===== config.mk =====
export PLATFORM = sky130hd
export DESIGN_NAME = ebpf_alu64_addsub_seq
export DESIGN_NICKNAME = d
export VERILOG_FILES = /design/src/rtl/ebpf_alu64_addsub_seq.sv
export SDC_FILE = /design/constraint.sdc
export NUM_CORES = 1
export LEC_CHECK = 0
export CAP_MARGIN = 20
export CORE_ASPECT_RATIO = 0.75
export CORE_MARGIN = 2
export CORE_UTILIZATION = 49
export CTS_CLUSTER_SIZE = 14
export DETAILED_ROUTE_END_ITERATION = 10
export DONT_BUFFER_PORTS = 1
export PLACE_DENSITY = 0.71
export SYNTH_ARGS = -nofsm -noshare
export SYNTH_HDL_FRONTEND = slang
export SYNTH_SLANG_ARGS = --single-unit

===== constraint.sdc =====
create_clock -name clk -period 5.7 [get_ports clk]
set_input_delay 1.14 -clock clk [delete_from_list [all_inputs] [get_ports clk]]
set_output_delay 1.14 -clock clk [all_outputs]
set_load 0.02 [all_outputs]

===== src/rtl/ebpf_alu64_addsub_seq.sv =====
// ebpf_alu64_addsub_seq
//   Multi-cycle 64-bit add/subtract/compare sequencer for the eBPF core. Each operation runs
//   through one 32-bit adder: a low-word pass, then (for 64-bit ops) a high-word pass that uses
//   the low-word carry. The sequencer produces {N,Z,C,V} flags and the conditional-jump predicate.
//
// Ports
//   clk, rst_n          core clock, asynchronous active-low reset
//   in_valid/in_ready   upstream handshake; in_ready is high only in IDLE
//   op                  00 ADD, 01 SUB, 10 CMP, 11 reserved (runs as ADD, taken=0)
//   alu32               1 = 32-bit op (single pass)
//   cond                jump condition, only used for CMP
//   a, b                64-bit operands (dst, src/imm)
//   out_valid/out_ready downstream handshake
//   result, flags, taken  sum/difference, {N,Z,C,V}, jump predicate
module ebpf_alu64_addsub_seq #(
    parameter bit ZEXT32 = 1'b1
) (
    input  logic        clk,
    input  logic        rst_n,
    input  logic        in_valid,
    output logic        in_ready,
    input  logic [1:0]  op,
    input  logic        alu32,
    input  logic [3:0]  cond,
    input  logic [63:0] a,
    input  logic [63:0] b,
    output logic        out_valid,
    input  logic        out_ready,
    output logic [63:0] result,
    output logic [3:0]  flags,
    output logic        taken
);

    typedef enum logic [1:0] {StIdle, StLo, StHi, StDone} state_e;

    state_e      state_q, state_d;
    logic [63:0] a_q, a_d, b_q, b_d;
    logic [1:0]  op_q, op_d;
    logic        alu32_q, alu32_d;
    logic [3:0]  cond_q, cond_d;
    logic [31:0] lo_q, lo_d;
    logic        c32_q, c32_d;
    logic        out_valid_q, out_valid_d;
    logic [63:0] result_q, result_d;
    logic [3:0]  flags_q, flags_d;
    logic        taken_q, taken_d;

    // Shared 32-bit datapath
    logic        sub, in_hi;
    logic [31:0] add_x, b_word, add_y;
    logic        add_cin;
    logic [32:0] add_sum;
    logic        fin_n, fin_z, fin_c, fin_v, jset, pred;
    logic [63:0] fin_res;

    always_comb begin
        sub     = (op_q == 2'b01) || (op_q == 2'b10);
        in_hi   = (state_q == StHi);
        add_x   = in_hi ? a_q[63:32] : a_q[31:0];
        b_word  = in_hi ? b_q[63:32] : b_q[31:0];
        add_y   = sub ? ~b_word : b_word;
        // Low pass: carry-in is the +1 of two's-complement subtract; high pass: low-word carry.
        add_cin = in_hi ? c32_q : sub;
        add_sum = {1'b0, add_x} + {1'b0, add_y} + {32'd0, add_cin};

        // Flags at the effective width; the top pass always sits in add_sum.
        fin_n = add_sum[31];
        fin_c = add_sum[32];
        fin_v = (add_x[31] == add_y[31]) && (add_sum[31] != add_x[31]);
        fin_z = (add_sum[31:0] == 32'd0) && (alu32_q || (lo_q == 32'd0));
        if (alu32_q) begin
            fin_res = {(ZEXT32 ? 32'd0 : {32{add_sum[31]}}), add_sum[31:0]};
            jset    = |(a_q[31:0] & b_q[31:0]);
        end else begin
            fin_res = {add_sum[31:0], lo_q};
            jset    = |(a_q & b_q);
        end

        case (cond_q)
            4'd0:    pred = fin_z;
            4'd1:    pred = !fin_z;
            4'd2:    pred = fin_c && !fin_z;
            4'd3:    pred = fin_c;
            4'd4:    pred = !fin_c;
            4'd5:    pred = !fin_c || fin_z;
            4'd6:    pred = !fin_z && (fin_n == fin_v);
            4'd7:    pred = (fin_n == fin_v);
            4'd8:    pred = (fin_n != fin_v);
            4'd9:    pred = fin_z || (fin_n != fin_v);
            4'd10:   pred = jset;
            default: pred = 1'b0;
        endcase
    end

    always_comb begin
        state_d     = state_q;
        a_d         = a_q;
        b_d         = b_q;
        op_d        = op_q;
        alu32_d     = alu32_q;
        cond_d      = cond_q;
        lo_d        = lo_q;
        c32_d       = c32_q;
        out_valid_d = out_valid_q;
        result_d    = result_q;
        flags_d     = flags_q;
        taken_d     = taken_q;

        unique case (state_q)
            StIdle: begin
                if (in_valid) begin
                    a_d     = a;
                    b_d     = b;
                    op_d    = op;
                    alu32_d = alu32;
                    cond_d  = cond;
                    state_d = StLo;
                end
            end
            StLo: begin
                lo_d  = add_sum[31:0];
                c32_d = add_sum[32];
                if (alu32_q) begin
                    result_d    = fin_res;
                    flags_d     = {fin_n, fin_z, fin_c, fin_v};
                    taken_d     = (op_q == 2'b10) && pred;
                    out_valid_d = 1'b1;
                    state_d     = StDone;
                end else begin
                    state_d = StHi;
                end
            end
            StHi: begin
                result_d    = fin_res;
                flags_d     = {fin_n, fin_z, fin_c, fin_v};
                taken_d     = (op_q == 2'b10) && pred;
                out_valid_d = 1'b1;
                state_d     = StDone;
            end
            StDone: begin
                if (out_ready) begin
                    out_valid_d = 1'b0;
                    state_d     = StIdle;
                end
            end
            default: state_d = StIdle;
        endcase
    end

    always_ff @(posedge clk or negedge rst_n) begin
        if (!rst_n) begin
            state_q     <= StIdle;
            a_q         <= '0;
            b_q         <= '0;
            op_q        <= '0;
            alu32_q     <= 1'b0;
            cond_q      <= '0;
            lo_q        <= '0;
            c32_q       <= 1'b0;
            out_valid_q <= 1'b0;
            result_q    <= '0;
            flags_q     <= '0;
            taken_q     <= 1'b0;
        end else begin
            state_q     <= state_d;
            a_q         <= a_d;
            b_q         <= b_d;
            op_q        <= op_d;
            alu32_q     <= alu32_d;
            cond_q      <= cond_d;
            lo_q        <= lo_d;
            c32_q       <= c32_d;
            out_valid_q <= out_valid_d;
            result_q    <= result_d;
            flags_q     <= flags_d;
            taken_q     <= taken_d;
        end
    end

    assign in_ready  = (state_q == StIdle);
    assign out_valid = out_valid_q;
    assign result    = result_q;
    assign flags     = flags_q;
    assign taken     = taken_q;

endmodule


* Word-level counts from Yosys, hierarchy flattened
Index checks and enable logic that the tools add are counted.
** Word-level totals
- Register bits after elaboration :: 240
- Bits in latches :: 0
- Memory bits (writable) :: 0
- ROM bits :: 0
- Bits of input ports :: 139
- Output and inout bits :: 71
- Logic and storage cells :: 82
- Memories kept :: 0
** Operators by class
- $add $sub $neg :: 2
- $mul :: 0
- Divide/modulo/power cells :: 0
- $lt $le $gt $ge :: 0
- Eq/ne operators :: 22
- Shift-type cells :: 0
- Muxes and demuxes :: 20
- Bitwise logic cells :: 3
- Reductions and logical operators :: 23
** Operators with widths (count)
- $mux 64 :: 2
- $pmux 64 s2 :: 1
- $mux 32 :: 3
- $and 64x64->64 :: 1
- $logic_not 32->1 :: 2
- $reduce_or 64->1 :: 1
- $add 32x32->33 :: 1
- $add 33x1->33 :: 1
- $and 32x32->32 :: 1
- $not 32->32 :: 1
- $reduce_or 32->1 :: 1
- $eq 4x3->1 const B :: 4
- $eq 4x4->1 const B :: 3
- $pmux 1 s11 :: 1
- $eq 4x2->1 const B :: 2
- $pmux 2 s4 :: 1
- $pmux 4 s2 :: 1
- $eq 2x2->1 const B :: 3
- $mux 1 :: 6
- $ne 2x2->1 const B :: 3
- $reduce_and 2->1 :: 3
- $logic_and 1x1->1 :: 5
- $eq 2x1->1 const B :: 2
- $eq 4x1->1 const B :: 1
- 13 further kinds :: 20

* Depth between registers and ports, before layout
- Word-level depth :: 14
- Depth in mapped cells :: 21
- Mapped depth without buffers :: 18

* Least setup slack after synthesis
Ideal clock, no wire load.
- Path type :: flip-flop to flip-flop
- Start :: reg state_q[0]
- End :: reg taken_q, in the netlist taken
- Setup time :: 79 ps
- Arrival time :: 4928 ps
- Required time :: 5621 ps
- Slack :: 692 ps
- Cell stages (with the launch flop) :: 22
- Path buffers :: 3
- Clock period less this slack :: 5008 ps
- Cells stage by stage :: dfrtp_1 inv_1 ha_1 clkbuf_1 buf_1 buf_1 mux2i_1 xnor2_1 fa_1 inv_1 fa_1 a211oi_2 o21ai_1 and2_1 or3_1 a221oi_1 nand4bb_1 a2111oi_2 nand4_1 nor4_2 mux2i_1 a2bb2oi_1
** On the way
- Word-level cells in the longest chain between the ends :: 14
- Elaborated cells between the ends (all ways) :: 29
- Those cells by class :: add/sub (2); eq/ne (7); mux (7); bitwise (1); reduce/logical (12)
** RTL lines
- start: declaration :: line 36 : state_e state_q, state_d;
- start signal: assignment :: line 152 : state_q <= StIdle;
- start signal: assignment :: line 165 : state_q <= state_d;
- $eq 2x2->1 :: line 58, 109
- $mux 32 :: line 60 : b_word = in_hi ? b_q[63:32] : b_q[31:0];
- $not 32->32 :: line 61 : add_y = sub ? ~b_word : b_word;
- $mux 32 :: line 61
- $add 32x32->33 :: line 64 : add_sum = {1'b0, add_x} + {1'b0, add_y} + {32'd0, add_cin};
- $add 33x1->33 :: line 64
- $logic_not 32->1 / $ne 1x1->1 (equally long branches) :: line 70, 69
- $logic_and 1x1->1, on equally long branches :: line 70, 69
- $logic_not 1->1 (tied with other cells) :: line 81, 82, 86
- $logic_and 1x1->1 (tied with other cells) :: line 86 : 4'd6: pred = !fin_z && (fin_n == fin_v);
- $pmux 1 s11 :: line 79 : case (cond_q)
- $logic_and 1x1->1 :: line 126, 136
- $mux 1 :: line 123 : if (alu32_q) begin
- $pmux 1 s2 :: line 109 : unique case (state_q)
- end signal: assignment :: line 176 : taken_q <= taken_d;
- end: declaration :: line 46 : logic taken_q, taken_d;
Several ways; a longest one is shown, not always the timed one. The select of a mux whose other input is x is not followed.
A chain may end at the register's enable or synchronous reset.

* Worst setup path after layout
Ends and elaborated chain as after synthesis.

==> flow_metrics.py <==
metrics = {
    "status": {
        "outcome": "finished clean",
    },
    "clock_network": {
        "htreeDepth": 1,
        "clk_latency_ns": 0.52,
        "cts-root-buf": "clkbuf_16",
        "cts_resized": 0,
        "path_clk_slew_ns": 0.07,
        "clock_sinks": 240,
        "cts_hold_buf": 0,
        "cts_tree": "yes",
        "cts_buffers": 24,
        "cts_max_path_buffers": 3,
        "cts_setup_buffers": 0,
    },
    "route": {
        "via_per_inst": 6.11,
        "wl_per_cell_um": 23.8,
        "drtIter0Drc": 863,
        "drcViolationCount": 0,
        "routed_wl_um": 34000,
        "vias": 8719,
        "ant_nets": 0,
        "drt_first_pass_iters": 5,
    },
    "timing": {
        "finalHoldViolCount": 0,
        "clock_skew_ns": 0.0108,
        "tns_ns": 0,
        "period_needed_ns": 4.96,
        "period_share_pct": 86.9,
        "setup_viol": 0,
        "relSlewSlack_pct": 31.9,
        "drv_slew": 0,
        "layout_setup_ws_ns": 0.744,
        "rsz0062_at_grt": "no",
        "fmax_mhz": 202,
        "worst_pin_slew_ns": 1.02,
    },
    "logic_synthesis": {
        "ys_types": 68,
        "synth_edf_count": 0,
        "netlist_area_sq_mm": 0.0126,
        "ys_ff_latch": 240,
        "synth_area_leader_cell": "dfrtp_1",
        "synth_top_area_share_pct": 47.5,
        "synth_ff_type": "dfrtp_1",
        "synthArstFlopShare_pct": 100,
        "synth-seq-area-share_pct": 47.5,
        "avgSynthCellArea_sq_um": 11.6,
        "ys_top_cells_by_area": "dfrtp_1 48%, mux2_2 17%, mux2i_1 4.9%, ha_1 3.6%, xor2_1 2.9%",
        "syn_inst": 1089,
        "syn-num-nets": 1266,
        "yosysWarnings": 0,
    },
    "floorplanning": {
        "dieWidth_um": 189,
        "die-area_sq_mm": 0.0271,
        "ios": 210,
        "die_h_um": 143,
        "core_sq_mm": 0.0251,
        "start_util_pct": 50.2,
        "rows": 50,
    },
    "global_route": {
        "grt_pass1_vias": 8866,
        "antenna_found_initial": 1,
        "grt_max_degree": 241,
        "grt_overflow": 0,
        "grt_use_total_pct": 25.2,
        "grt_first_pass_wirelength_um": 52600,
    },
    "place": {
        "port_buffers": 0,
        "place_area_sq_mm": 0.0130,
        "place_ws_ns": 0.749,
        "dpl.hpwl_um": 25600,
        "gp_congestion": 0.932,
        "dp_cells": 1384,
    },
    "worst_hold_path": {
        "worstHoldPathType": "primary input to async pin",
    },
    "worst_setup_path": {
        "crit_required_ns": 6.15,
        "crit_fanout": 39,
        "cp-start-kind": "flop",
        "critPathKind": "flop to flop",
        "r2r_cells": 17,
        "end_kind": "flop",
        "worstPathArrival_ns": 5.40,
    },
    "cells_and_area": {
        "fin_cells": 1427,
        "fin_nets": 1249,
        "stdcell_area_sq_mm": 0.0138,
        "area_delta_synth_final_pct": 8.95,
        "fillers": 2161,
        "diodes": 0,
        "drive_gt1_share_pct": 24.2,
    },
    "run": {
        "cap_violations": 0,
    },
}
[final timing paths]
path                            start   endpoint  slack [ns]
setup / recovery           state_q[0]      taken        0.74
hold / removal                  rst_n     b_q[3]        0.31
setup reg to reg           state_q[0]      taken        0.74
hold reg to reg               op_q[0]    op_q[0]        0.51
max in group asynchronous       rst_n  result[0]        5.13
min in group clk              op_q[0]    op_q[0]        0.51
[sequential cells by signal, indices dropped and copies added (netlist names)]
| signal | flops |
|---|---|
| a_q | 64 |
| alu32_q | 1 |
| b_q | 64 |
| c32_q | 1 |
| cond_q | 4 |
| flags | 4 |
| lo_q | 32 |
| op_q | 2 |
| out_valid | 1 |
| result | 64 |
| state_q | 2 |
| taken | 1 |
[layout by cell type, fill, tap and decap left out, drive strengths merged, types with 8 or more instances in the layout]
master	n
clkbuf	32
inv	22
nor3	10
nand3	12
a22o	34
nor4	9
ha	36
mux2	194
nand2	84
a22oi	16
dfrtp	240
clkinv	8
buf	10
nand4	14
xor2	42
mux2i	62
o211ai	10
a221oi	11
a21oi	49
nor2	27
o21ai	70
xnor2	15
[cells in the mapped netlist, drive strengths merged, types with 2 or more instances]
cell type / count
a2111oi: 3
and2: 6
o21a: 6
mux2: 194
fa: 2
dfrtp: 240
a21o: 6
buf: 16
nor4: 9
o31ai: 2
o21ai: 70
a22o: 34
and4: 3
nor2: 27
xor2: 42
nand4: 14
o211ai: 10
ha: 36
nor4b: 3
o21bai: 3
a31oi: 4
o41ai: 2
nand3: 12
a221oi: 11
nand2b: 2
inv: 21
o221ai: 2
a41oi: 2
or4: 4
mux2i: 62
clkbuf: 37
xnor2: 15
nor3: 10
nor2b: 3
nand2: 84
a211oi: 5
a21boi: 2
a22oi: 16
or3: 4
and3: 2
a21oi: 49
[area by class of cell]
cell class	instances	area, sq um	area share, %
timing repair buffer	10	87.6	0.636
inverter	21	78.8	0.573
tap	338	423	3.07
clock inverter	11	113	0.818
clock buffer	32	692	5.03
sequential	240	6010	43.6
multi-input combinational	775	6360	46.2
[critical path: stages, from the launching register on]
cell and delay (ns):
dfrtp_1 0.43, inv_1 0.14, ha_4 0.45, buf_12 0.30, mux2i_1 0.32, xor2_1 0.20, ha_1 0.33, a21oi_1 0.35
nand2_1 0.17, o21ai_0 0.26, xnor2_1 0.20, nor4b_2 0.34, nand4bb_1 0.22, a2111oi_2 0.25, nand4_1 0.18, nor4_2 0.33
mux2i_1 0.24, a2bb2oi_1 0.16
[per-layer routing]
metal / part of all wire, % / wire length, um / up-vias / track usage, %
met5: 0.038 / 13 / - / 0
met4: 1.2 / 423 / 2 / 4.12
met3: 9.5 / 3230 / 34 / 7.94
met2: 44 / 15000 / 307 / 38.7
met1: 45 / 15300 / 4381 / 35.6
li1: - / - / 3995 / -
[cell families after synthesis]
family          share of synthesized area [%]
xor+xnor                                 3.95
simple gates                             7.09
compound gates                           13.1
flops                                    47.5
fa+ha+maj                                3.88
mux                                      22.2
buf+inv                                  2.27
[through the flow]
step | hold slack [ns] | utilization [%]
global route | 0.293 | 54.7
floorplan | 0.479 | -
CTS | 0.298 | 54.7
global placement | 0.488 | 51.5
detailed placement | 0.498 | 51.5
finish | 0.315 | 54.7
Power is left out: the tool's default activity adds up to more than one toggle a clock period on the data nets, which glitch-free logic cannot reach.
